### src/rtl/lzn_pkg.sv
// Shared definitions for the leading-zero normaliser pipeline:
// clog2 helper, count-width derivation and the zero-input count rule.
package lzn_pkg;

    // Default configuration of the normaliser at the array edge.
    localparam int LZN_WIDTH = 16;
    localparam int LZN_EXP_W = 8;
    localparam int LZN_TAG_W = 4;

    // An all-zero mantissa reports a count equal to the full width.
    localparam int LZN_ZERO_LZ = LZN_WIDTH;

    function automatic int clog2(input int value);
        int result;
        result = 0;
        while ((1 << result) < value) begin
            result = result + 1;
        end
        return result;
    endfunction

    // The count must be able to represent WIDTH itself (zero input).
    function automatic int cnt_width(input int width);
        return clog2(width) + 1;
    endfunction

    function automatic int zero_lz(input int width);
        return width;
    endfunction

endpackage

### src/rtl/lzc_norm_pipe_if.sv
// Stream interface of the normaliser: input beat (mantissa/exponent/tag)
// and normalised output beat, each with valid/ready handshake.
interface lzc_norm_pipe_if
    import lzn_pkg::*;
#(
    parameter int WIDTH = LZN_WIDTH,
    parameter int EXP_W = LZN_EXP_W,
    parameter int TAG_W = LZN_TAG_W,
    parameter int CNT_W = cnt_width(WIDTH)
);
    logic             in_valid;
    logic             in_ready;
    logic [WIDTH-1:0] in_mant;
    logic [EXP_W-1:0] in_exp;
    logic [TAG_W-1:0] in_tag;

    logic             out_valid;
    logic             out_ready;
    logic [WIDTH-1:0] out_mant;
    logic [EXP_W-1:0] out_exp;
    logic [CNT_W-1:0] out_lz;
    logic             out_zero;
    logic             out_uflow;
    logic [TAG_W-1:0] out_tag;

    // Upstream producer / downstream consumer side.
    modport master (
        output in_valid, in_mant, in_exp, in_tag, out_ready,
        input  in_ready, out_valid, out_mant, out_exp, out_lz,
               out_zero, out_uflow, out_tag
    );

    // Normaliser side.
    modport slave (
        input  in_valid, in_mant, in_exp, in_tag, out_ready,
        output in_ready, out_valid, out_mant, out_exp, out_lz,
               out_zero, out_uflow, out_tag
    );
endinterface

### src/rtl/lzc_norm_pipe_lzc_tree.sv
// Combinational leading-zero counter built as a tree of halves: each node
// takes the upper-half count when the upper half has a set bit, otherwise
// the lower-half count with the node's count MSB set.
module lzc_tree
    import lzn_pkg::*;
#(
    parameter int WIDTH = 16,
    localparam int LOG = clog2(WIDTH)
) (
    input  logic [WIDTH-1:0] in_bits,
    output logic             any_set,
    output logic [LOG-1:0]   count
);
    genvar gl, gi;

    for (gl = 0; gl < LOG; gl++) begin : lvl
        localparam int N = WIDTH >> (gl + 1);
        logic [N-1:0] any_v;
        logic [gl:0]  cnt_v [N];

        for (gi = 0; gi < N; gi++) begin : node
            if (gl == 0) begin : leaf
                assign any_v[gi] = in_bits[2*gi+1] | in_bits[2*gi];
                assign cnt_v[gi] = ~in_bits[2*gi+1];
            end else begin : merge
                assign any_v[gi] = lvl[gl-1].any_v[2*gi+1] | lvl[gl-1].any_v[2*gi];
                assign cnt_v[gi] = lvl[gl-1].any_v[2*gi+1]
                                 ? {1'b0, lvl[gl-1].cnt_v[2*gi+1]}
                                 : {1'b1, lvl[gl-1].cnt_v[2*gi]};
            end
        end
    end

    assign any_set = lvl[LOG-1].any_v[0];
    assign count   = lvl[LOG-1].cnt_v[0];
endmodule

### src/rtl/lzc_norm_pipe.sv
// Two-stage leading-zero count + left-shift normaliser with valid/ready.
// S1 registers the beat and its leading-zero count, S2 shifts and adjusts
// the exponent. Optional flush-to-zero on underflow: define LZN_FTZ_EN.
module lzc_norm_pipe
    import lzn_pkg::*;
#(
    parameter int WIDTH = LZN_WIDTH,
    parameter int EXP_W = LZN_EXP_W,
    parameter int TAG_W = LZN_TAG_W
) (
    input  logic            clk,
    input  logic            rst_n,
    lzc_norm_pipe_if.slave  bus
);
    localparam int CNT_W = cnt_width(WIDTH);
    localparam int LOG   = CNT_W - 1;
    localparam int CMP_W = (EXP_W > CNT_W) ? EXP_W : CNT_W;
    localparam logic [CNT_W-1:0] ZERO_LZ = CNT_W'(zero_lz(WIDTH));

    logic             s1_valid_reg, s2_valid_reg;
    logic [WIDTH-1:0] s1_mant_reg,  s2_mant_reg;
    logic [EXP_W-1:0] s1_exp_reg,   s2_exp_reg;
    logic [TAG_W-1:0] s1_tag_reg,   s2_tag_reg;
    logic [CNT_W-1:0] s1_lz_reg,    s2_lz_reg;
    logic             s1_zero_reg,  s2_zero_reg;
    logic             s2_uflow_reg;

    logic             lz_any;
    logic [LOG-1:0]   lz_cnt;
    logic [CNT_W-1:0] s1_lz_next;
    logic [WIDTH-1:0] s2_mant_next;
    logic [EXP_W-1:0] s2_exp_next;
    logic             s2_uflow_next;
    logic             s1_adv, s2_adv;

    // Each stage may advance when empty or when the stage after it drains.
    assign s2_adv       = ~s2_valid_reg | bus.out_ready;
    assign s1_adv       = ~s1_valid_reg | s2_adv;
    assign bus.in_ready = s1_adv;

    lzc_tree #(.WIDTH(WIDTH)) u_lzc_tree (
        .in_bits (bus.in_mant),
        .any_set (lz_any),
        .count   (lz_cnt)
    );

    assign s1_lz_next = lz_any ? {1'b0, lz_cnt} : ZERO_LZ;

    // S1: capture the beat together with its leading-zero count.
    always_ff @(posedge clk or negedge rst_n) begin
        if (!rst_n) begin
            s1_valid_reg <= 1'b0;
            s1_mant_reg  <= '0;
            s1_exp_reg   <= '0;
            s1_tag_reg   <= '0;
            s1_lz_reg    <= '0;
            s1_zero_reg  <= 1'b0;
        end else if (s1_adv) begin
            s1_valid_reg <= bus.in_valid;
            if (bus.in_valid) begin
                s1_mant_reg <= bus.in_mant;
                s1_exp_reg  <= bus.in_exp;
                s1_tag_reg  <= bus.in_tag;
                s1_lz_reg   <= s1_lz_next;
                s1_zero_reg <= ~lz_any;
            end
        end
    end

    // S2 datapath: normalise, adjust the exponent and flag underflow.
    always_comb begin
        s2_mant_next  = s1_mant_reg << s1_lz_reg;
        s2_exp_next   = s1_exp_reg - EXP_W'(s1_lz_reg);
        s2_uflow_next = ~s1_zero_reg & (CMP_W'(s1_exp_reg) < CMP_W'(s1_lz_reg));
        if (s1_zero_reg) begin
            s2_mant_next  = '0;
            s2_exp_next   = '0;
            s2_uflow_next = 1'b0;
        end
`ifdef LZN_FTZ_EN
        if (s2_uflow_next) begin
            s2_mant_next = '0;
            s2_exp_next  = '0;
        end
`endif
    end

    // S2: output register, held while the consumer stalls.
    always_ff @(posedge clk or negedge rst_n) begin
        if (!rst_n) begin
            s2_valid_reg <= 1'b0;
            s2_mant_reg  <= '0;
            s2_exp_reg   <= '0;
            s2_tag_reg   <= '0;
            s2_lz_reg    <= '0;
            s2_zero_reg  <= 1'b0;
            s2_uflow_reg <= 1'b0;
        end else if (s2_adv) begin
            s2_valid_reg <= s1_valid_reg;
            if (s1_valid_reg) begin
                s2_mant_reg  <= s2_mant_next;
                s2_exp_reg   <= s2_exp_next;
                s2_tag_reg   <= s1_tag_reg;
                s2_lz_reg    <= s1_lz_reg;
                s2_zero_reg  <= s1_zero_reg;
                s2_uflow_reg <= s2_uflow_next;
            end
        end
    end

    assign bus.out_valid = s2_valid_reg;
    assign bus.out_mant  = s2_mant_reg;
    assign bus.out_exp   = s2_exp_reg;
    assign bus.out_lz    = s2_lz_reg;
    assign bus.out_zero  = s2_zero_reg;
    assign bus.out_uflow = s2_uflow_reg;
    assign bus.out_tag   = s2_tag_reg;
endmodule

### src/flat_wrapper.sv
// flat-port wrapper written by rule: the top's interface ports become plain ports
module lzc_norm_pipe_flat import lzn_pkg::*;
#(
    parameter int WIDTH = LZN_WIDTH,
    parameter int EXP_W = LZN_EXP_W,
    parameter int TAG_W = LZN_TAG_W
)
  (clk, rst_n, bus_in_valid, bus_in_mant, bus_in_exp, bus_in_tag, bus_out_ready, bus_in_ready, bus_out_valid, bus_out_mant, bus_out_exp, bus_out_lz, bus_out_zero, bus_out_uflow, bus_out_tag);
  lzc_norm_pipe_if #(.WIDTH(WIDTH), .EXP_W(EXP_W), .TAG_W(TAG_W)) bus_i ();
  input  logic clk;
  input  logic rst_n;
  input wire logic [$bits(bus_i.in_valid)-1:0] bus_in_valid;
  input wire logic [$bits(bus_i.in_mant)-1:0] bus_in_mant;
  input wire logic [$bits(bus_i.in_exp)-1:0] bus_in_exp;
  input wire logic [$bits(bus_i.in_tag)-1:0] bus_in_tag;
  input wire logic [$bits(bus_i.out_ready)-1:0] bus_out_ready;
  output wire logic [$bits(bus_i.in_ready)-1:0] bus_in_ready;
  output wire logic [$bits(bus_i.out_valid)-1:0] bus_out_valid;
  output wire logic [$bits(bus_i.out_mant)-1:0] bus_out_mant;
  output wire logic [$bits(bus_i.out_exp)-1:0] bus_out_exp;
  output wire logic [$bits(bus_i.out_lz)-1:0] bus_out_lz;
  output wire logic [$bits(bus_i.out_zero)-1:0] bus_out_zero;
  output wire logic [$bits(bus_i.out_uflow)-1:0] bus_out_uflow;
  output wire logic [$bits(bus_i.out_tag)-1:0] bus_out_tag;
  assign bus_i.in_valid = bus_in_valid;
  assign bus_i.in_mant = bus_in_mant;
  assign bus_i.in_exp = bus_in_exp;
  assign bus_i.in_tag = bus_in_tag;
  assign bus_i.out_ready = bus_out_ready;
  assign bus_in_ready = bus_i.in_ready;
  assign bus_out_valid = bus_i.out_valid;
  assign bus_out_mant = bus_i.out_mant;
  assign bus_out_exp = bus_i.out_exp;
  assign bus_out_lz = bus_i.out_lz;
  assign bus_out_zero = bus_i.out_zero;
  assign bus_out_uflow = bus_i.out_uflow;
  assign bus_out_tag = bus_i.out_tag;
  lzc_norm_pipe #(.WIDTH(WIDTH), .EXP_W(EXP_W), .TAG_W(TAG_W)) u_core (.clk(clk), .rst_n(rst_n), .bus(bus_i));
endmodule
### config.mk
export PLATFORM = sky130hd
export DESIGN_NAME = lzc_norm_pipe_flat
export DESIGN_NICKNAME = d
export VERILOG_FILES = /design/src/rtl/lzn_pkg.sv /design/src/rtl/lzc_norm_pipe_if.sv /design/src/rtl/lzc_norm_pipe_lzc_tree.sv /design/src/rtl/lzc_norm_pipe.sv /design/src/flat_wrapper.sv
export SDC_FILE = /design/constraint.sdc
export NUM_CORES = 1
export LEC_CHECK = 0
export CAP_MARGIN = 20
export CELL_PAD_IN_SITES_DETAIL_PLACEMENT = 1
export CELL_PAD_IN_SITES_GLOBAL_PLACEMENT = 1
export CORE_ASPECT_RATIO = 1.2
export CORE_MARGIN = 1.5
export CORE_UTILIZATION = 30
export DETAILED_ROUTE_END_ITERATION = 8
export GPL_TIMING_DRIVEN = 1
export PLACE_DENSITY = 0.73
export SETUP_SLACK_MARGIN = 0.3
export SLEW_MARGIN = 20
export SYNTH_ARGS = -nofsm -noshare
export SYNTH_HDL_FRONTEND = slang
export SYNTH_HIERARCHICAL = 1
export SYNTH_SLANG_ARGS = --single-unit
### constraint.sdc
create_clock -name clk -period 5 [get_ports clk]
set_clock_uncertainty 0.15 [all_clocks]
set_input_delay 0.75 -clock clk [delete_from_list [all_inputs] [get_ports clk]]
set_output_delay 0.75 -clock clk [all_outputs]
set_load 0.01 [all_outputs]
# Word level (Yosys, flattened, before mapping)
# Cells that the tools add are included.
dict set report word_totals {
  output_inout_bits 37
  register_bits 71
  input_bits 32
}
dict set report classes {
  order_cmp 1
  reduce_logical 2
  shift 1
  bitwise 30
  n_mux 11
  n_addsub 1
}
# cell count
set op_table {}
lappend op_table {{OR 1 bit} 17}
lappend op_table {{2-to-1 mux 16 bit} 1}
lappend op_table {{<< shifter 16 x 5 -> 16 bit} 1}
lappend op_table {{inverter 1 bit} 12}
lappend op_table {{< comparator 8 x 5 -> 1 bit} 1}
lappend op_table {{2-to-1 mux 2 bit} 4}
lappend op_table {{2-to-1 mux 8 bit} 1}
lappend op_table {{subtractor 8 x 5 -> 8 bit} 1}
lappend op_table {{2-to-1 mux 3 bit} 2}
lappend op_table {{2-to-1 mux 5 bit} 1}
lappend op_table {{2-to-1 mux 4 bit} 1}
lappend op_table {{AND reduction 2 bit} 2}
lappend op_table {{bitwise AND 1 bit} 1}
lappend op_table {{2-to-1 mux 1 bit} 1}

# Depth between registers and ports, before layout
# Gate-level depths: netlist of the first run.
dict set report logic_depth {
  ltp_word 5
  ltp_mapped 9
}

# Hierarchy
# The synthesis of the first run kept the hierarchy.
# mod seq_area_each_um2 cells_per_inst area_each_um2 n_inst
set by_module_without_submodules {}
lappend by_module_without_submodules {lzc_norm_pipe 1726.7 301 3417.0 1}
lappend by_module_without_submodules {lzc_tree 0.0 25 147.6 1}

# Least setup slack after synthesis of the first run
# No wires, ideal clock.
dict set report synth_timing {
  path_kind {register to register}
  from {register u_core.s1_lz_reg[1]}
  to {register u_core.s2_exp_reg[6] (netlist: u_core/bus.out_exp[6])}
  setup_ns 0.121
  required_ns 4.729
  slack_ns 2.689
  stages_incl_launch_ff 10
  arrival_ns 2.040
  path_buffers 2
  path_cell_list {dfrtp_1 buf_6 buf_6 inv_1 fa_1 a21o_1 a21oi_1 o21ai_0 xnor2_1 a22o_1}
}
dict set report synth_via {
  elab_chain_cells 2
}
# element line
set synth_lines {}
lappend synth_lines {{start: declaration} lzc_norm_pipe.sv:24} ;# logic [CNT_W-1:0] s1_lz_reg, s2_lz_reg;
lappend synth_lines {{start signal: assignment} lzc_norm_pipe.sv:64} ;# s1_lz_reg <= s1_lz_next;
lappend synth_lines {{subtractor 8 x 5 -> 8 bit} lzc_norm_pipe.sv:73} ;# s2_exp_next = s1_exp_reg - EXP_W'(s1_lz_reg);
lappend synth_lines {{2-to-1 mux 8 bit} lzc_norm_pipe.sv:75} ;# if (s1_zero_reg) begin
lappend synth_lines {{end signal: assignment} lzc_norm_pipe.sv:102} ;# s2_exp_reg <= s2_exp_next;
lappend synth_lines {{end: declaration} lzc_norm_pipe.sv:22} ;# logic [EXP_W-1:0] s1_exp_reg, s2_exp_reg;
# No other way between the ends.
# A chain may end at the register's enable or synchronous reset.

# Worst setup path in the final report of the first run
dict set report layout_timing {
  from {input port bus_out_ready}
  to {output port bus_in_ready}
}
dict set report layout_via {
  elab_chain_cells 2
}
# element line
set layout_lines {}
lappend layout_lines {{start: declaration} flat_wrapper.sv:16} ;# input wire logic [$bits(bus_i.out_ready)-1:0] bus_out_ready;
lappend layout_lines {{OR 1 bit} lzc_norm_pipe.sv:37} ;# assign s2_adv = ~s2_valid_reg | bus.out_ready;
lappend layout_lines {{OR 1 bit} lzc_norm_pipe.sv:38} ;# assign s1_adv = ~s1_valid_reg | s2_adv;
lappend layout_lines {{end: declaration} flat_wrapper.sv:17} ;# output wire logic [$bits(bus_i.in_ready)-1:0] bus_in_ready;
# No other way between the ends.

==> results of run 1 <==
==> final timing paths <==
kind,depth (start not counted),to,slack [ns],start
hold reg to reg,2,u_core/bus.out_lz[2],0.33,u_core/bus.out_lz[2]
max in group asynchronous,2,u_core/bus.out_mant[13],3.38,rst_n
setup / recovery,4,bus_in_ready,2.08,bus_out_ready
hold / removal,2,u_core/bus.out_lz[2],0.33,u_core/bus.out_lz[2]
min in group asynchronous,1,u_core/s1_tag_reg[3],0.34,rst_n
setup reg to reg,7,u_core/bus.out_exp[6],2.13,u_core/s1_lz_reg[1]
==> layer usage <==
metal | global-route usage (%) | wire length, um | part of all wire [%] | vias up
met5 | 0 | 0 | 0 | -
met3 | 3.70 | 243 | 2.6 | 10
met1 | 21.0 | 4190 | 44 | 1401
li1 | - | - | - | 1301
met2 | 27.5 | 4850 | 51 | 47
met4 | 6.42 | 201 | 2.1 | 0
==> final cells by class <==
| cell class | instances | area (um2) |
|---|---|---|
| multi-input cells | 225 | 1680 |
| inverters | 13 | 48.8 |
| repair buffers | 71 | 698 |
| fillers | 1292 | 6890 |
| well taps | 157 | 196 |
| flip-flops and latches | 69 | 1730 |
| clock inverters | 6 | 86.3 |
| clock buffers | 10 | 239 |
==> tightest hold or removal path, stage by stage, from the launching register on <==
cell,delay (ns)
sky130_fd_sc_hd__dfrtp_1,0.34
sky130_fd_sc_hd__nand2_1,0.04
sky130_fd_sc_hd__o21ai_0,0.06
==> kinds of logic (layout without fill, tap and decap cells) <==
family,Yosys count,after routing,share of synthesized area [%]
adder cells (fa/ha/maj),7,7,2.67
XOR/XNOR,4,4,0.983
AND/OR/NAND/NOR,91,91,12.2
flip-flops,69,69,48.4
multiplexers,58,58,19.4
AO/OA/AOI/OAI,65,65,12.0
buffers and inverters,32,100,4.32
==> power by group through the flow <==
stage	combinational, uW	clock [uW]	sequential [uW]
floorplan	268	0	769
global placement	523	0	773
detailed placement	536	0	777
CTS	539	701	768
global route	584	728	782
finish	534	688	765
==> cell usage in the layout, fill, tap and decap left out, drive strengths merged, types with 4 or more instances in the layout <==
master         synthesis  layout
inv                   13      13
clkbuf                 8      10
mux4                   4       4
clkdlybuf4s50          0      67
buf                   11       4
a21oi                  7       7
o31ai                  5       5
a22o                   6       6
o21ai                 27      27
mux2                  39      39
a221o                  5       5
xnor2                  4       4
nand3                  8       8
dfrtp                 69      69
mux2i                 15      15
nor4                   6       6
nand2b                 4       4
nor2b                  4       4
ha                     6       6
nand2                 48      48
nor2                  10      10
==> metrics by stage <==
stage,power (uW),cells,setup WS [ns],instance area [um2]
3_3_place_gp,1300,535,2.10,4350
3_5_place_dp,1310,535,1.96,4350
2_1_floorplan,1040,326,2.69,3560
4_1_cts,2010,551,2.07,4680
5_1_grt,2090,551,1.90,4680
6_report,1990,551,2.08,4680
==> summary.json, run 1 <==
{
  "run_status": "finished, final reports clean",
  "path_delay_family": "buffers and inverters",
  "clock_power_share_pct": 34.6,
  "maxCapViolCount": 0,
  "ratio_of_cells_with_drive_above_1_in_the_final_layout_pct": 16.0,
  "final_hold_viol_count": 0,
  "max-clock-path-buffers": 2,
  "fp.dieArea_mm2": 0.0125,
  "critPathCaptureType": "output pin",
  "final-setup-viol-count": 0,
  "crit_path_start_kind": "input port",
  "die_y_um": 122,
  "ys_async_sr_fraction_pct": 100,
  "crit_path_max_incr_delay_ns": 0.50,
  "clock.fmax_mhz": 342,
  "postCtsResizedCells": 0,
  "post-cts-setup-buffer-count": 0,
  "critical_path.n_buffers_inverters": 2,
  "clock_sink_count": 69,
  "post_layout_net_count": 428,
  "synth_cell_types": 46,
  "worst_ep_arrival_time_ns": 2.02,
  "clockRootBuffer": "sky130_fd_sc_hd__clkbuf_16",
  "yosysTopAreaCell": "sky130_fd_sc_hd__dfrtp_1",
  "synth_most_common_cell": "sky130_fd_sc_hd__dfrtp_1",
  "power.static_leakage_uw": 0.00194,
  "post-route-drc-count": 0,
  "io_buffer_count": 68,
  "cts-htree-levels": 3,
  "critical_path_class": "input port to output pin",
  "syn_area_mm2": 0.00356,
  "yosys-top-cells-count": "69 x sky130_fd_sc_hd__dfrtp_1, 48 x sky130_fd_sc_hd__nand2_1, 35 x sky130_fd_sc_hd__mux2_2",
  "cpMaxStageDelayCell": "sky130_fd_sc_hd__clkdlybuf4s50_1",
  "holdWs_ns": 0.326,
  "post_synth.cell_area_avg_um2": 10.9,
  "ratio_of_final_minimum_period_to_clock_period_pct": 58.4,
  "yosys_register_bits": 69,
  "dp.final_hpwl_mm": 7.11,
  "worstPathCellList": "clkdlybuf4s50_1 > nor2b_1 > nand2_1 > clkdlybuf4s50_1",
  "grt_max_degree": 39,
  "power_report.internal_total_uw": 1420,
  "num_rows": 43,
  "clock_insertion_delay_worst_skew_ns": 0.34,
  "vias": 2759,
  "vias_per_cell": 5.01,
  "hold_path.class": "flip-flop to flip-flop",
  "area_growth_syn_to_layout_pct": 31.3,
  "maxSlewHeadroom_pct": 39.2,
  "cts_hold_buf": 0,
  "ioPinCount": 69,
  "gpl.final_weighted_congestion": 0.794,
  "mapped_cells": 326,
  "cellPowerDensity_mw_per_mm2": 425,
  "final_util_pct": 40.5,
  "min_tclk_post_route_ns": 2.92,
  "tritoncts": "done",
  "routed_wirelength_mm": 9.49,
  "detail_route.iter0.violations": 104,
  "switching_share_pct": 28.7,
  "floorplan.initialDensity_pct": 30.8,
  "worst-slew-pin-transition_ns": 0.912,
  "synth_seq_area_share_pct": 48.4,
  "final_count_of_pins_violating_max_slew": 0,
  "number_of_enable_type_register_cells_in_the_synthesized_netlist": 0,
  "first_global_vias": 2998,
  "total_switching_power_uw": 570,
  "number_of_buffers_inserted_during_clock_tree_synthesis": 9,
  "synthFlopType": "sky130_fd_sc_hd__dfrtp_1",
  "post_drt_antenna_nets": 0,
  "worst_ep_required_time_ns": 4.10,
  "antennaDiodeCount": 0,
  "core-area_mm2": 0.0116,
  "synth_top_cells_by_area": "sky130_fd_sc_hd__dfrtp_1 48%, sky130_fd_sc_hd__mux2_2 11%, sky130_fd_sc_hd__nand2_1 5.1%",
  "power.share.sequential_pct": 38.5,
  "dr.pass1.iters": 4,
  "critPathMaxFanout": 3,
  "postSynthNetCount": 365,
  "routed_wire_length_per_instance_um": 17.2,
  "ir_worst_vdd_uv": 176,
  "netlist.area_leader.share_pct": 48.4,
  "groute.usage.overall_pct": 16.6,
  "path_common_cell": "sky130_fd_sc_hd__clkdlybuf4s50_1",
  "grt_pass1_wl_mm": 15.7,
  "worst_setup_hold_path_clk_slew_ns": 0.06,
  "yosys_warning_count": 6,
  "proportion_of_power_drawn_by_combinational_gates_pct": 26.9,
  "totalNegativeSetupSlack_ns": 0,
  "grt_setup_unrepaired": "no",
  "sum_of_overflow_across_all_layers_after_global_routing": 0,
  "die_width_um": 103,
  "antenna_found_initial": 0
}
Note: power is estimated with default switching activity, not from simulation.
==> run 2, diff against run 1 <==
clock period = 2.7 ns   (was 5 ns; I/O delays follow)
==> summary.json, run 2 (same netlist as run 1, synthesis figures left out) <==
{
  "final-setup-viol-count": {"value": 0, "change": "unchanged"},
  "routed_wirelength": {"value": 9.76, "unit": "mm", "change": "was 9.49 mm"},
  "cts-htree-levels": {"value": 3, "change": "unchanged"},
  "critical_path_class": {"value": "input port to output pin", "change": "unchanged"},
  "final_util": {"value": 41.4, "unit": "%", "change": "was 40.5%"},
  "groute.usage.overall": {"value": 16.6, "unit": "%", "change": "about the same"},
  "detail_route.iter0.violations": {"value": 89, "change": "was 104"},
  "ir_worst_vdd": {"value": 295, "unit": "uV", "change": "was 176 uV"},
  "clock_insertion_delay_worst_skew": {"value": 0.33, "unit": "ns", "change": "was 0.34 ns"},
  "min_tclk_post_route_ns": 2.31,
  "tritoncts": {"value": "done", "change": "unchanged"},
  "run_status": {"value": "finished, final reports clean", "change": "unchanged"},
  "core-area": {"value": 0.0116, "unit": "mm2", "change": "unchanged"},
  "die_y": {"value": 122, "unit": "um", "change": "unchanged"},
  "first_global_vias": {"value": 3016, "change": "was 2998"},
  "r2r_start": {"value": "u_core/s1_exp_reg[0]", "change": "was u_core/s1_lz_reg[1]"},
  "clockRootBuffer": {"value": "sky130_fd_sc_hd__clkbuf_16", "change": "unchanged"},
  "die_width": {"value": 103, "unit": "um", "change": "unchanged"},
  "final_count_of_pins_violating_max_slew": {"value": 0, "change": "unchanged"},
  "worst_ep_required_time": {"value": 2.14, "unit": "ns", "change": "was 4.10 ns"},
  "crit_path_start_kind": {"value": "input port", "change": "unchanged"},
  "min_path_cells": {"value": 2, "change": "unchanged"},
  "layoutNonFillerInstCount": {"value": 564, "change": "was 551"},
  "power.static_leakage": {"value": 0.00201, "unit": "uW", "change": "was 0.00194 uW"},
  "floorplan.initialDensity": {"value": 30.8, "unit": "%", "change": "unchanged"},
  "post_layout_net_count": {"value": 442, "change": "was 428"},
  "nFillCells": {"value": 1270, "change": "was 1292"},
  "antennaDiodeCount": {"value": 0, "change": "unchanged"},
  "grt_max_degree": {"value": 30, "change": "was 39"},
  "critPathCaptureType": {"value": "output pin", "change": "unchanged"},
  "dp.final_hpwl": {"value": 7.34, "unit": "mm", "change": "was 7.11 mm"},
  "setup.reg_to_reg.worst_slack": {"value": 0.49, "unit": "ns", "change": "was 2.13 ns"},
  "worst_setup_hold_path_clk_slew": {"value": 0.05, "unit": "ns", "change": "was 0.06 ns"},
  "post-route-drc-count": {"value": 0, "change": "unchanged"},
  "grt_pass1_wl": {"value": 15.8, "unit": "mm", "change": "was 15.7 mm"},
  "gpl.final_weighted_congestion": {"value": 0.848, "change": "was 0.794"},
  "r2r_end": {"value": "u_core/bus.out_exp[6]", "change": "unchanged"},
  "hold_path.class": {"value": "flip-flop to flip-flop", "change": "unchanged"},
  "routed_wire_length_per_instance": {"value": 17.3, "unit": "um", "change": "was 17.2 um"},
  "highest_count_cells_in_the_layout_ignoring_fill_and_taps": {"value": "69 x sky130_fd_sc_hd__dfrtp_1, 67 x sky130_fd_sc_hd__clkdlybuf4s50_1, 48 x sky130_fd_sc_hd__nand2_1", "change": "unchanged"},
  "ioPinCount": {"value": 69, "change": "unchanged"},
  "num_rows": {"value": 43, "change": "unchanged"},
  "ratio_of_final_minimum_period_to_clock_period_pct": 85.6,
  "clock_sink_count": {"value": 69, "change": "unchanged"},
  "maxSlewHeadroom": {"value": 68.2, "unit": "%", "change": "was 39.2%"},
  "io_buffer_count": {"value": 68, "change": "unchanged"},
  "post_drt_antenna_nets": {"value": 0, "change": "unchanged"},
  "vias_per_cell": {"value": 4.98, "change": "was 5.01"},
  "sum_of_overflow_across_all_layers_after_global_routing": {"value": 0, "change": "unchanged"},
  "clock.fmax_mhz": 433,
  "worst_ep_arrival_time": {"value": 1.76, "unit": "ns", "change": "was 2.02 ns"},
  "vias": {"value": 2806, "change": "was 2759"},
  "reg2regPathDepth": {"value": 9, "change": "was 7"},
  "worst-slew-pin-transition": {"value": 0.473, "unit": "ns", "change": "was 0.912 ns"},
  "area_growth_syn_to_layout": {"value": 34.4, "unit": "%", "change": "was 31.3%"},
  "maxCapViolCount": {"value": 0, "change": "unchanged"},
  "grt_use_met1": {"value": 20.2, "unit": "%", "change": "was 21.0%"},
  "post-cts-setup-buffer-count": {"value": 0, "change": "unchanged"},
  "max-clock-path-buffers": {"value": 2, "change": "unchanged"},
  "cellPowerDensity": {"value": 773, "unit": "mW/mm2", "change": "was 425 mW/mm2"},
  "dr.pass1.iters": {"value": 4, "change": "unchanged"},
  "leading_cell_type_in_the_layout_fill_and_taps_excluded": {"value": "sky130_fd_sc_hd__dfrtp_1", "change": "unchanged"},
  "min_to": {"value": "u_core/bus.out_lz[1]", "change": "was u_core/bus.out_lz[2]"},
  "dp_cells": {"value": 548, "change": "was 535"},
  "critPathMaxFanout": {"value": 3, "change": "unchanged"},
  "antenna_found_initial": {"value": 0, "change": "unchanged"},
  "totalNegativeSetupSlack": {"value": 0, "unit": "ns", "change": "unchanged"},
  "global_route.peak_usage_layer": {"value": "met2", "change": "unchanged"},
  "global_route.usage.met3": {"value": 2.85, "unit": "%", "change": "was 3.70%"},
  "ratio_of_cells_with_drive_above_1_in_the_final_layout": {"value": 18.4, "unit": "%", "change": "was 16.0%"},
  "worstHoldStart": {"value": "u_core/bus.out_lz[1]", "change": "was u_core/bus.out_lz[2]"},
  "fp.dieArea": {"value": 0.0125, "unit": "mm2", "change": "unchanged"},
  "grt_setup_unrepaired": {"value": "no", "change": "unchanged"},
  "number_of_buffers_inserted_during_clock_tree_synthesis": {"value": 9, "change": "unchanged"},
  "final_hold_viol_count": {"value": 0, "change": "unchanged"},
  "use_met2": {"value": 27.9, "unit": "%", "change": "was 27.5%"}
}
[run 2: report_power, final]
part	switching [uW]	internal (uW)	total (uW)
Clock	420	855	1270
Sequential	151	1240	1390
Combinational	466	575	1040
[run 2: metal layers]
layer	routed length, um	part of all wire (%)	up-vias
met4	319	3.3	0
met5	0	0	-
met1	4220	43	1401
met3	274	2.8	21
met2	4950	51	58
li1	-	-	1326
[run 2: final cells by class]
type	count	area [um2]	area share (%)
clock buffers	12	256	5.35
clock inverters	3	68.8	1.44
inverters	13	48.8	1.02
multi-input cells	225	1690	35.2
flip-flops and latches	69	1730	36.0
well taps	157	196	4.10
repair buffers	85	806	16.8
[run 2: per-stage QoR]
step	hold slack (ns)	total power (uW)	area (um2)	worst slack, ns
3_3_place_gp	0.204	2400	4450	0.418
5_1_grt	0.365	3880	4790	0.350
6_report	0.337	3700	4790	0.389
4_1_cts	0.343	3740	4790	0.391
2_1_floorplan	-0.0406	1920	3560	0.389
3_5_place_dp	0.210	2450	4450	0.384
[run 2: repair_timing]
action,in CTS,in global routing
hold buffers,1,0
resized for setup,0,1
endpoints found under the hold margin,17,0
setup endpoints to repair,0,1
[run 2: worst max-delay path by stage]
| stage | from | endpoint | slack [ns] | cells past startpoint |
|---|---|---|---|---|
| floorplan | u_core/s1_lz_reg[1] | u_core/bus.out_exp[6] | 0.39 | 9 |
| global placement | bus_out_ready | bus_in_ready | 0.42 | 4 |
| detailed placement | bus_out_ready | u_core/s1_exp_reg[0] | 0.38 | 6 |
| CTS | bus_out_ready | bus_in_ready | 0.39 | 4 |
| global route | bus_out_ready | bus_in_ready | 0.35 | 4 |
| finish | bus_out_ready | bus_in_ready | 0.39 | 4 |
[run 2: worst max-delay path, cell delays in order]
cell and delay (ns):
sky130_fd_sc_hd__clkdlybuf4s50_1 0.45, sky130_fd_sc_hd__nor2b_1 0.23, sky130_fd_sc_hd__nand2_1 0.13, sky130_fd_sc_hd__clkdlybuf4s50_1 0.53
==> run 3, diff against run 2 <==
ABC_CLOCK_PERIOD_IN_PS = 2700   (was not set)
SYNTH_HIERARCHICAL = not set   (was 1)
==> summary.json, run 3 <==
{
  "run_status": {"value": "finished, final reports clean", "change": "unchanged"},
  "floorplan.initialDensity": {"value": 30.5, "unit": "%", "change": "was 30.8%"},
  "clock_power_share": {"value": 34.5, "unit": "%", "change": "was 34.4%"},
  "critical_path_class": {"value": "input port to output pin", "change": "unchanged"},
  "routed-wl-met2": {"value": 4.48, "unit": "mm", "change": "was 4.95 mm"},
  "max-clock-path-buffers": {"value": 2, "change": "unchanged"},
  "ratio_of_cells_with_drive_above_1_in_the_final_layout": {"value": 16.2, "unit": "%", "change": "was 18.4%"},
  "area_growth_syn_to_layout": {"value": 34.7, "unit": "%", "change": "was 34.4%"},
  "vias": {"value": 2697, "change": "was 2806"},
  "yosys-top-cells-count": {"value": "69 x sky130_fd_sc_hd__dfrtp_1, 49 x sky130_fd_sc_hd__nand2_1, 33 x sky130_fd_sc_hd__mux2_2", "change": "was 69 x sky130_fd_sc_hd__dfrtp_1, 48 x sky130_fd_sc_hd__nand2_1, 35 x sky130_fd_sc_hd__mux2_2"},
  "leading_cell_type_in_the_layout_fill_and_taps_excluded": {"value": "sky130_fd_sc_hd__dfrtp_1", "change": "unchanged"},
  "r2r_start": {"value": "u_core.s1_exp_reg[0]", "change": "was u_core/s1_exp_reg[0]"},
  "routed_wire_length_per_instance": {"value": 15.9, "unit": "um", "change": "was 17.3 um"},
  "netlist.area_leader.share": {"value": 49.4, "unit": "%", "change": "was 48.4%"},
  "syn_area": {"value": 0.00349, "unit": "mm2", "change": "was 0.00356 mm2"},
  "worst_slack": {"value": 0.442, "unit": "ns", "change": "was 0.389 ns"},
  "worst_setup_hold_path_clk_slew": {"value": 0.06, "unit": "ns", "change": "was 0.05 ns"},
  "io_buffer_count": {"value": 68, "change": "unchanged"},
  "setup.reg_to_reg.worst_slack": {"value": 0.44, "unit": "ns", "change": "was 0.49 ns"},
  "antenna_found_initial": {"value": 0, "change": "unchanged"},
  "proportion_of_power_drawn_by_combinational_gates": {"value": 28.0, "unit": "%", "change": "was 28.1%"},
  "sum_of_overflow_across_all_layers_after_global_routing": {"value": 0, "change": "unchanged"},
  "critPathCaptureType": {"value": "output pin", "change": "unchanged"},
  "final_hold_viol_count": {"value": 0, "change": "unchanged"},
  "gpl.final_weighted_congestion": {"value": 0.796, "change": "was 0.848"},
  "crit_path_start_kind": {"value": "input port", "change": "unchanged"},
  "power.static_leakage": {"value": 0.00203, "unit": "uW", "change": "was 0.00201 uW"},
  "yosysTopAreaCell": {"value": "sky130_fd_sc_hd__dfrtp_1", "change": "unchanged"},
  "ir_worst_vdd": {"value": 278, "unit": "uV", "change": "was 295 uV"},
  "worst-slew-pin-transition": {"value": 0.561, "unit": "ns", "change": "was 0.473 ns"},
  "groute.usage.overall": {"value": 15.5, "unit": "%", "change": "was 16.6%"},
  "totalNegativeSetupSlack": {"value": 0, "unit": "ns", "change": "unchanged"},
  "min_tclk_post_route": {"value": 2.26, "unit": "ns", "change": "was 2.31 ns"},
  "cellPowerDensity": {"value": 785, "unit": "mW/mm2", "change": "was 773 mW/mm2"},
  "maxCapViolCount": {"value": 0, "change": "unchanged"},
  "crit_path_max_incr_delay": {"value": 0.53, "unit": "ns", "change": "about the same"},
  "num_rows": {"value": 43, "change": "unchanged"},
  "path_delay_family": {"value": "buffers and inverters", "change": "unchanged"},
  "power.share.sequential": {"value": 37.5, "unit": "%", "change": "about the same"},
  "cpMaxStageDelayCell": {"value": "sky130_fd_sc_hd__clkdlybuf4s50_1", "change": "unchanged"},
  "maxSlewHeadroom": {"value": 62.2, "unit": "%", "change": "was 68.2%"},
  "path_common_cell": {"value": "sky130_fd_sc_hd__clkdlybuf4s50_1", "change": "unchanged"},
  "switching_share": {"value": 28.6, "unit": "%", "change": "was 28.0%"},
  "worst_ep_required_time": {"value": 2.14, "unit": "ns", "change": "about the same"},
  "ioPinCount": {"value": 69, "change": "unchanged"},
  "met3_wl_post_dr": {"value": 289, "unit": "um", "change": "was 274 um"},
  "cts-htree-levels": {"value": 3, "change": "unchanged"},
  "routed_wirelength": {"value": 8.90, "unit": "mm", "change": "was 9.76 mm"},
  "ys_async_sr_fraction": {"value": 100, "unit": "%", "change": "unchanged"},
  "post_synth.cell_area_avg": {"value": 10.8, "unit": "um2", "change": "was 10.9 um2"},
  "tritoncts": {"value": "done", "change": "unchanged"},
  "worstHoldStart": {"value": "u_core.s1_mant_reg[15]", "change": "was u_core/bus.out_lz[1]"},
  "grt_max_degree": {"value": 70, "change": "was 30"},
  "synth_top_cells_by_area": {"value": "sky130_fd_sc_hd__dfrtp_1 49%, sky130_fd_sc_hd__mux2_2 11%, sky130_fd_sc_hd__mux2i_1 5.7%", "change": "was sky130_fd_sc_hd__dfrtp_1 48%, sky130_fd_sc_hd__mux2_2 11%, sky130_fd_sc_hd__nand2_1 5.1%"},
  "postCtsResizedCells": {"value": 0, "change": "unchanged"},
  "hold_path.class": {"value": "flip-flop to flip-flop", "change": "unchanged"},
  "top_signal_layer_used": {"value": "met4", "change": "unchanged"},
  "grt_pass1_wl": {"value": 14.7, "unit": "mm", "change": "was 15.8 mm"},
  "core-area": {"value": 0.0115, "unit": "mm2", "change": "was 0.0116 mm2"},
  "post-route-drc-count": {"value": 0, "change": "unchanged"},
  "antennaDiodeCount": {"value": 0, "change": "unchanged"},
  "highest_count_cells_in_the_layout_ignoring_fill_and_taps": {"value": "69 x sky130_fd_sc_hd__dfrtp_1, 67 x sky130_fd_sc_hd__clkdlybuf4s50_1, 49 x sky130_fd_sc_hd__nand2_1", "change": "was 69 x sky130_fd_sc_hd__dfrtp_1, 67 x sky130_fd_sc_hd__clkdlybuf4s50_1, 48 x sky130_fd_sc_hd__nand2_1"},
  "grt_setup_unrepaired": {"value": "no", "change": "unchanged"},
  "yosys_register_bits": {"value": 69, "change": "unchanged"},
  "clockRootBuffer": {"value": "sky130_fd_sc_hd__clkbuf_16", "change": "unchanged"},
  "number_of_buffers_inserted_during_clock_tree_synthesis": {"value": 9, "change": "unchanged"},
  "worst_ep_arrival_time": {"value": 1.70, "unit": "ns", "change": "was 1.76 ns"},
  "final-setup-viol-count": {"value": 0, "change": "unchanged"},
  "r2r_end": {"value": "u_core.bus.out_exp[6]", "change": "was u_core/bus.out_exp[6]"},
  "layout.cell_area.non_filler": {"value": 0.00471, "unit": "mm2", "change": "was 0.00479 mm2"},
  "critPathMaxFanout": {"value": 6, "change": "was 3"},
  "clock.fmax": {"value": 443, "unit": "MHz", "change": "was 433 MHz"},
  "dp.final_hpwl": {"value": 6.89, "unit": "mm", "change": "was 7.34 mm"},
  "nFillCells": {"value": 1256, "change": "was 1270"},
  "min_path_cells": {"value": 2, "change": "unchanged"},
  "first_global_vias": {"value": 2898, "change": "was 3016"},
  "postSynthNetCount": {"value": 362, "change": "was 365"},
  "m1WireLength": {"value": 4.01, "unit": "mm", "change": "was 4.22 mm"},
  "critical_path.n_buffers_inverters": {"value": 2, "change": "unchanged"},
  "fp.dieArea": {"value": 0.0123, "unit": "mm2", "change": "was 0.0125 mm2"},
  "die_width": {"value": 102, "unit": "um", "change": "was 103 um"},
  "post_drt_antenna_nets": {"value": 0, "change": "unchanged"},
  "clock_insertion_delay_worst_skew": {"value": 0.34, "unit": "ns", "change": "was 0.33 ns"},
  "synth_most_common_cell": {"value": "sky130_fd_sc_hd__dfrtp_1", "change": "unchanged"},
  "min_to": {"value": "u_core.s1_mant_reg[15]", "change": "was u_core/bus.out_lz[1]"},
  "dr.pass1.iters": {"value": 4, "change": "unchanged"},
  "post_layout_net_count": {"value": 436, "change": "was 442"},
  "yosys_warning_count": {"value": 0, "change": "was 6"},
  "total_switching_power": {"value": 1060, "unit": "uW", "change": "was 1040 uW"},
  "final_count_of_pins_violating_max_slew": {"value": 0, "change": "unchanged"},
  "vias_per_cell": {"value": 4.82, "change": "was 4.98"},
  "power_report.internal_total": {"value": 2640, "unit": "uW", "change": "was 2670 uW"},
  "mapped_cells": {"value": 323, "change": "was 326"},
  "reg2regPathDepth": {"value": 9, "change": "unchanged"},
  "die_y": {"value": 121, "unit": "um", "change": "was 122 um"},
  "clock_sink_count": {"value": 69, "change": "unchanged"},
  "dpl-instance-area": {"value": 0.00437, "unit": "mm2", "change": "was 0.00445 mm2"},
  "synth_seq_area_share": {"value": 49.4, "unit": "%", "change": "was 48.4%"},
  "synthFlopType": {"value": "sky130_fd_sc_hd__dfrtp_1", "change": "unchanged"},
  "worstPathCellList": {"value": "clkdlybuf4s50_1 > nand3b_2 > clkdlybuf4s50_1", "change": "was clkdlybuf4s50_1 > nor2b_1 > nand2_1 > clkdlybuf4s50_1"},
  "detail_route.iter0.violations": {"value": 77, "change": "was 89"},
  "dp_worst_setup_slack": {"value": 0.262, "unit": "ns", "change": "was 0.384 ns"},
  "ratio_of_final_minimum_period_to_clock_period": {"value": 83.6, "unit": "%", "change": "was 85.6%"},
  "number_of_enable_type_register_cells_in_the_synthesized_netlist": {"value": 0, "change": "unchanged"},
  "synth_cell_types": {"value": 47, "change": "was 46"}
}
run 3: cell types whose count changed after synthesis, sizes merged, moves of 4 or more:
cell and change:
nand3 -4, nor2 +9, mux2i +5, a21oi +6, o21ai -5, mux2 -6, inv -4
run 3: layout make-up:
cell class              instances  area, um2  share of cell area (%)
inverters                       9       33.8                   0.718
repair buffers                 80        793                    16.9
clock inverters                 6       86.3                    1.83
well taps                     157        196                    4.17
clock buffers                  10        239                    5.08
multi-input cells             228       1630                    34.6
flip-flops and latches         69       1730                    36.7
run 3: power groups by stage:
stage | Combinational (uW) | Sequential, uW | Clock (uW)
finish | 1030 | 1380 | 1280
global route | 1130 | 1410 | 1330
CTS | 1050 | 1390 | 1290
detailed placement | 1040 | 1400 | 0
global placement | 1020 | 1400 | 0
floorplan | 503 | 1420 | 0
run 3: timing repair:
item,CTS,global route
endpoints found under the hold margin,69,0
buffers inserted,0,0
hold buffers,1,0
run 3: cell families (layout without fill, tap and decap cells):
group | count (synthesis) | in the layout | synth area share [%]
XOR/XNOR | 4 | 4 | 1.00
buffers and inverters | 26 | 105 | 3.94
AND/OR/NAND/NOR | 99 | 99 | 12.9
flip-flops | 69 | 69 | 49.4
multiplexers | 56 | 56 | 18.5
adder cells (fa/ha/maj) | 7 | 7 | 2.72
AO/OA/AOI/OAI | 62 | 62 | 11.5
run 3: stage by stage:
stage / hold slack (ns) / cells / utilization [%] / power [uW]
finish: 0.333 / 559 / 41.1 / 3690
global route: 0.356 / 559 / 41.1 / 3880
CTS: 0.333 / 559 / 41.1 / 3720
detailed placement: 0.309 / 542 / 38.1 / 2450
global placement: 0.304 / 542 / 38.1 / 2410
floorplan: -0.0406 / 323 / - / 1930
run 3: worst max-delay path by stage:
stage          depth (start not counted)                     end                 start  slack (ns)
3_3_place_gp                           5  u_core.bus.out_mant[1]         bus_out_ready        0.37
5_1_grt                                9   u_core.bus.out_exp[6]  u_core.s1_exp_reg[0]        0.32
3_5_place_dp                           5     u_core.s1_lz_reg[0]         bus_out_ready        0.26
6_report                               3            bus_in_ready         bus_out_ready        0.44
4_1_cts                                9   u_core.bus.out_exp[6]  u_core.s1_exp_reg[0]        0.42
2_1_floorplan                          8   u_core.bus.out_exp[6]   u_core.s1_lz_reg[2]        0.50
run 3: worst reg2reg max path, delay by kind of cell, from the launching register on:
kind                       cells  cell delay (ns)
adders and majority gates      2             0.54
AOI/OAI and AO/OA              4             0.79
buffers and inverters          2             0.14
DFF                            1             0.39
xor gates and xnor gates       1             0.16
run 3: routing by layer:
metal	vias up	track usage, %
li1	1302	-
met1	1340	19.8
met2	47	25.5
met3	8	3.05
met4	0	6.60
met5	-	0
==> patch 1: new RTL, config.mk and constraints of run 2 <==
The package constant `LZN_WIDTH` goes from 16 to 32.
--- a/src/rtl/lzn_pkg.sv
+++ b/src/rtl/lzn_pkg.sv
@@ -3,7 +3,7 @@
 package lzn_pkg;
 
     // Default configuration of the normaliser at the array edge.
-    localparam int LZN_WIDTH = 16;
+    localparam int LZN_WIDTH = 32;
     localparam int LZN_EXP_W = 8;
     localparam int LZN_TAG_W = 4;
 
Ports: changed (resized bus_in_mant, bus_out_lz and bus_out_mant); port bits go from 69 to 102. No check against the original RTL was run, so the function may have changed too.
==> patch 1 against run 2 <==
Via count rose by 85%; sequential share of layout area fell by 3.5 points; worst setup slack got worse by 0.023 ns; total power rose by 43%; core utilization fell by 2.5 points; sequential cell count rose by 34; highest routed layer unchanged; area after synthesis rose by 75%; wire length rose by 100%; critical path type is now reg2reg; combinational power rose by 88%; cell area rose by 65%; non-clock buffer count rose by 46.
==> patch 1: results (changes against run 2) <==
[routing]
wl_met1_um = 8592  ; +100%
wl_met2_um = 9678  ; +96%
vias_per_cell = 5.430  ; +9.1%
avgRoutedWirePerCell_um = 20.53  ; +19%
dr_wl_met3_um = 759  ; +180%
drtIter0Drc = 300  ; +240%

[logic_synthesis]
ys_top_cells_by_count = dfrtp_1, mux2_2, nand2_1
yosysUniqueCellTypes = 80  ; +74%
synth_compound_area_share_pct = 16.42  ; +4.4 points
synth-xor-area-share_pct = 0.4214  ; -0.56 points
syn_nets = 638  ; +75%
synthAdderAreaFrac_pct = 1.726  ; -0.94 points
netlist_instances = 582  ; +79%
synth_area_leaders = dfrtp_1, mux2_2, mux2i_1

[hold_path]
hp-class = reg2reg
worst_hold_startpoint = u_core/bus.out_lz[0]
hold_end = u_core/bus.out_lz[0]

[clock_tree]
clk_latency_ns = 0.36  ; +0.03 ns

[power]
leakage_nw = 3.145  ; +57%
vdd_drop_max_uv = 322.6  ; +9.5%
seqPwrFrac_pct = 40.3  ; +2.8 points
comb-power_mw = 1.96  ; +88%
power_sequential_mw = 2.13  ; +53%
p_sw_share_pct = 33.77  ; +5.8 points

[critical_path]
rrSetupSlack_ns = 0.37  ; -0.12 ns
crit_start = u_core/s1_lz_reg[1]
cpMaxStageDelayCell = a221oi_2
crit_arrival_ns = 2.39  ; +0.63 ns
critical-path-top-delay-family = multiplexers
crit_path_end = u_core/bus.out_mant[31]
max_stage_delay_ns = 0.42  ; -0.11 ns
path_max_fanout = 18  ; +15

[placement]
pre_cts_ws_ns = -0.1077  ; -0.4920 ns
place_congestion = 0.8610  ; +1.5%
dpl.hpwl_um = 15320  ; +110%
dp_cells = 938  ; +71%
port_buffers = 101  ; +49%

[cells_and_area]
n_fill_cell = 2260  ; +78%
final_layout_size_suffix_gt1_share_pct = 22.17  ; +3.7 points
instances_no_fill = 955  ; +69%

[global_route]
use_met2_pct = 31.07  ; +3.2 points
use_met3_pct = 2.494  ; -0.35 points
grt_pass1_wl_um = 31190  ; +98%
use_met1_pct = 23.96  ; +3.7 points
grt_pass1_vias = 5589  ; +85%
track_usage_pct = 18.57  ; +2.0 points

[status]
outcome = completed

[timing]
fin_crit_ns = 2.335  ; +0.02340 ns
whs_ns = 0.3309  ; -0.005876 ns

## patch 1: changes by cell type after synthesis, moves of 7 or more
cell / run 2 / this run
nand2_1: 48 / 55
mux2i_1: 15 / 36
dfrtp_1: 69 / 103
a22oi_1: 0 / 7
mux2_2: 35 / 68
mux4_2: 3 / 13
nor2_1: 10 / 38
a21oi_1: 7 / 14
o21ai_0: 21 / 28
nor3_1: 3 / 11
buf_4: 1 / 8
## patch 1: repair_timing
action	4_1_cts	5_1_grt
hold buffers	1	0
resized for setup	0	9
endpoints found under the hold margin	31	0
endpoints found under the setup margin	0	14
## patch 1: final cells by class
class	count	area, µm²	share of cell area (%)
Timing Repair Buffer	131	1277	16.13
Clock buffer	11	232.7	2.938
Clock inverter	5	32.53	0.4107
Multi-Input combinational cell	423	3397	42.89
Inverter	17	68.82	0.8689
Sequential cell	103	2580	32.57
Tap cell	265	331.6	4.186
==> patch 2: new RTL, flow settings as in run 2 <==
Made on the original files. Make the reset (`rst_n`) synchronous in 2 clocked blocks.
--- a/src/rtl/lzc_norm_pipe.sv
+++ b/src/rtl/lzc_norm_pipe.sv
@@ -47,7 +47,7 @@
     assign s1_lz_next = lz_any ? {1'b0, lz_cnt} : ZERO_LZ;
 
     // S1: capture the beat together with its leading-zero count.
-    always_ff @(posedge clk or negedge rst_n) begin
+    always_ff @(posedge clk) begin
         if (!rst_n) begin
             s1_valid_reg <= 1'b0;
             s1_mant_reg  <= '0;
@@ -86,7 +86,7 @@
     end
 
     // S2: output register, held while the consumer stalls.
-    always_ff @(posedge clk or negedge rst_n) begin
+    always_ff @(posedge clk) begin
         if (!rst_n) begin
             s2_valid_reg <= 1'b0;
             s2_mant_reg  <= '0;
Check against the original RTL: differs if rst_n is asserted again (counterexample within 4 cycles, from zero or initial values and one cycle with rst_n low); with rst_n held inactive, the same outputs for 10 cycles.
==> patch 2 against run 2 <==
Maximum frequency grew 3.2%; wire length increased by 3.8%; worst setup slack improved by 0.072 ns; first-iteration DRC count grew 54%; cell area down 5.5%; sequential cell count unchanged; area after synthesis is 4.2% lower; core utilization is 0.40 points lower; synthesized cell count is 25% higher; critical path type unchanged.
Power is not compared: it rests on default switching activity, and its combinational part moved more than twofold at a synthesized area within 25%.
==> patch 2: results (changes against run 2) <==
[critical_path]
crit_arrival_ns = 1.68  ; -0.08 ns
r2r-start = u_core/s1_exp_reg[0]
path_max_fanout = 3  ; unchanged
r2r-end = u_core/bus.out_uflow
crit_path_end = bus_in_ready
rr_worst_depth = 9  ; unchanged
max_stage_delay_ns = 0.50  ; -0.03 ns
rrSetupSlack_ns = 0.47  ; -0.02 ns
crit_start = bus_out_ready
cpMaxStageDelayCell = clkdlybuf4s50_1

[timing]
final.period_utilization_pct = 82.96  ; -2.7 points
worst_pin_slew_ns = 0.5388  ; +0.06533 ns
finalSetupTns_ns = 0  ; unchanged

[clock_tree]
htreeDepth = 3  ; unchanged
cts.path.max_buffers = 2  ; unchanged
clk_latency_ns = 0.34
clockRootBuffer = clkbuf_16
path_clk_slew_ns = 0.05  ; about the same
postCtsSetupRepairBufs = 0  ; unchanged
numCtsBuffers = 9  ; unchanged

[global_route]
grt_pass1_vias = 3293  ; +9.2%
antenna_found_initial = 0  ; unchanged
grt_max_degree = 40  ; +33%
overflow = 0  ; unchanged
grt_pass1_wl_um = 16460  ; +4.5%
track_usage_pct = 17.73  ; +1.2 points

[logic_synthesis]
yosysWarningCount = 6  ; unchanged
syn_nets = 446  ; +22%
synth_area_leaders = dfxtp_1, nand2_1, a21oi_1
async_flop_share_pct = 0  ; -100 points
yosysUniqueCellTypes = 51  ; +11%
ys_top_cells_by_count = nand2_1, dfxtp_1, a21oi_1
seq_area_frac_synth_pct = 40.47  ; -8.0 points
avgSynthCellArea_um2 = 8.386  ; -23%

[placement]
place_congestion = 0.8425  ; -0.67%
pre_cts_ws_ns = 0.4059  ; +0.02165 ns
port_buffers = 68  ; unchanged
dp_cells = 592  ; +8.0%
dpl.hpwl_um = 7575  ; +3.1%

[hold_path]
hp-class = reg2reg

[routing]
vias_per_cell = 5.250  ; +5.5%
avgRoutedWirePerCell_um = 16.69  ; -3.6%
first_pass_iters = 4  ; unchanged
drtIter0Drc = 137  ; +54%

[power]
leakage_nw = 1.637
vdd_drop_max_uv = 226.0

[cells_and_area]
antenna_cells = 0  ; unchanged
instances_no_fill = 607  ; +7.6%
nets = 510  ; +15%
final_layout_size_suffix_gt1_share_pct = 10.11  ; -8.3 points
n_fill_cell = 1311  ; +3.2%

[status]
outcome = completed

patch 2: cell count changes after synthesis, moves of 18 or more:
cell,run 2,this run
a21oi_1,7,53
dfrtp_1,69,0
dfxtp_1,0,69
mux2_2,35,5
nand2_1,48,101
nor2_1,10,29
o21ai_0,21,3
patch 2: layout make-up:
| class | count | share of cell area (%) |
|---|---|---|
| Multi-Input combinational cell | 299 | 41.49 |
| Sequential cell | 69 | 30.51 |
| Timing Repair Buffer | 82 | 17.36 |
| Clock buffer | 14 | 6.053 |
| Tap cell | 132 | 3.648 |
| Inverter | 10 | 0.8292 |
| Clock inverter | 1 | 0.1106 |
patch 2: timing repair:
| action | 4_1_cts | 5_1_grt |
|---|---|---|
| gates resized for setup | 0 | 3 |
| endpoints found under the setup margin | 0 | 1 |
| endpoints found under the hold margin | 0 | 0 |
patch 2: logic make-up after synthesis:
family | synth area share (%)
simple gates | 19.87
compound gates | 17.60
flops | 40.47
buf+inv | 5.058
mux | 13.20
fa+ha+maj | 2.786
xor+xnor | 1.027
patch 2: stage by stage:
stage,instance area (µm²),utilization (%)
final,4527,41.02
after global routing,4527,41.02
after CTS,4508,40.85
after detailed placement,4229,38.32
after global placement,4229,38.32
after floorplan,3413,-
patch 2: how the worst min path moves through the flow:
stage	end	cells past startpoint	from	slack, ns
3_5_place_dp	u_core/bus.out_tag[1]	2	u_core/s1_tag_reg[1]	0.30
4_1_cts	u_core/bus.out_tag[1]	2	u_core/s1_tag_reg[1]	0.31
3_3_place_gp	u_core/bus.out_tag[2]	2	u_core/s1_tag_reg[2]	0.29
6_report	u_core/s1_tag_reg[3]	2	u_core/s1_tag_reg[3]	0.31
2_1_floorplan	u_core/bus.out_tag[0]	2	u_core/s1_tag_reg[0]	0.28
5_1_grt	u_core/bus.out_tag[1]	2	u_core/bus.out_tag[1]	0.34
patch 2: per-layer routing:
| metal | track usage, % | share of wire [%] | routed length [µm] |
|---|---|---|---|
| met2 | 29.25 | 49 | 4997 |
| met3 | 4.485 | 3.8 | 390 |
| met1 | 21.54 | 45 | 4513 |
| met5 | 0 | 0 | 0 |
| met4 | 8.187 | 2.3 | 231 |
patch 2: worst max-delay path: cells and delay by family:
kind | cells | cell delay, ns
AND/OR/NAND/NOR | 2 | 0.35
buffers and inverters | 2 | 0.93
patch 2: report_power, final:
part / switching [mW] / internal [mW] / total, mW
clock: 0.413 / 0.690 / 1.10
sequential: 0.0386 / 1.06 / 1.10
combinational: 0.192 / 0.180 / 0.372
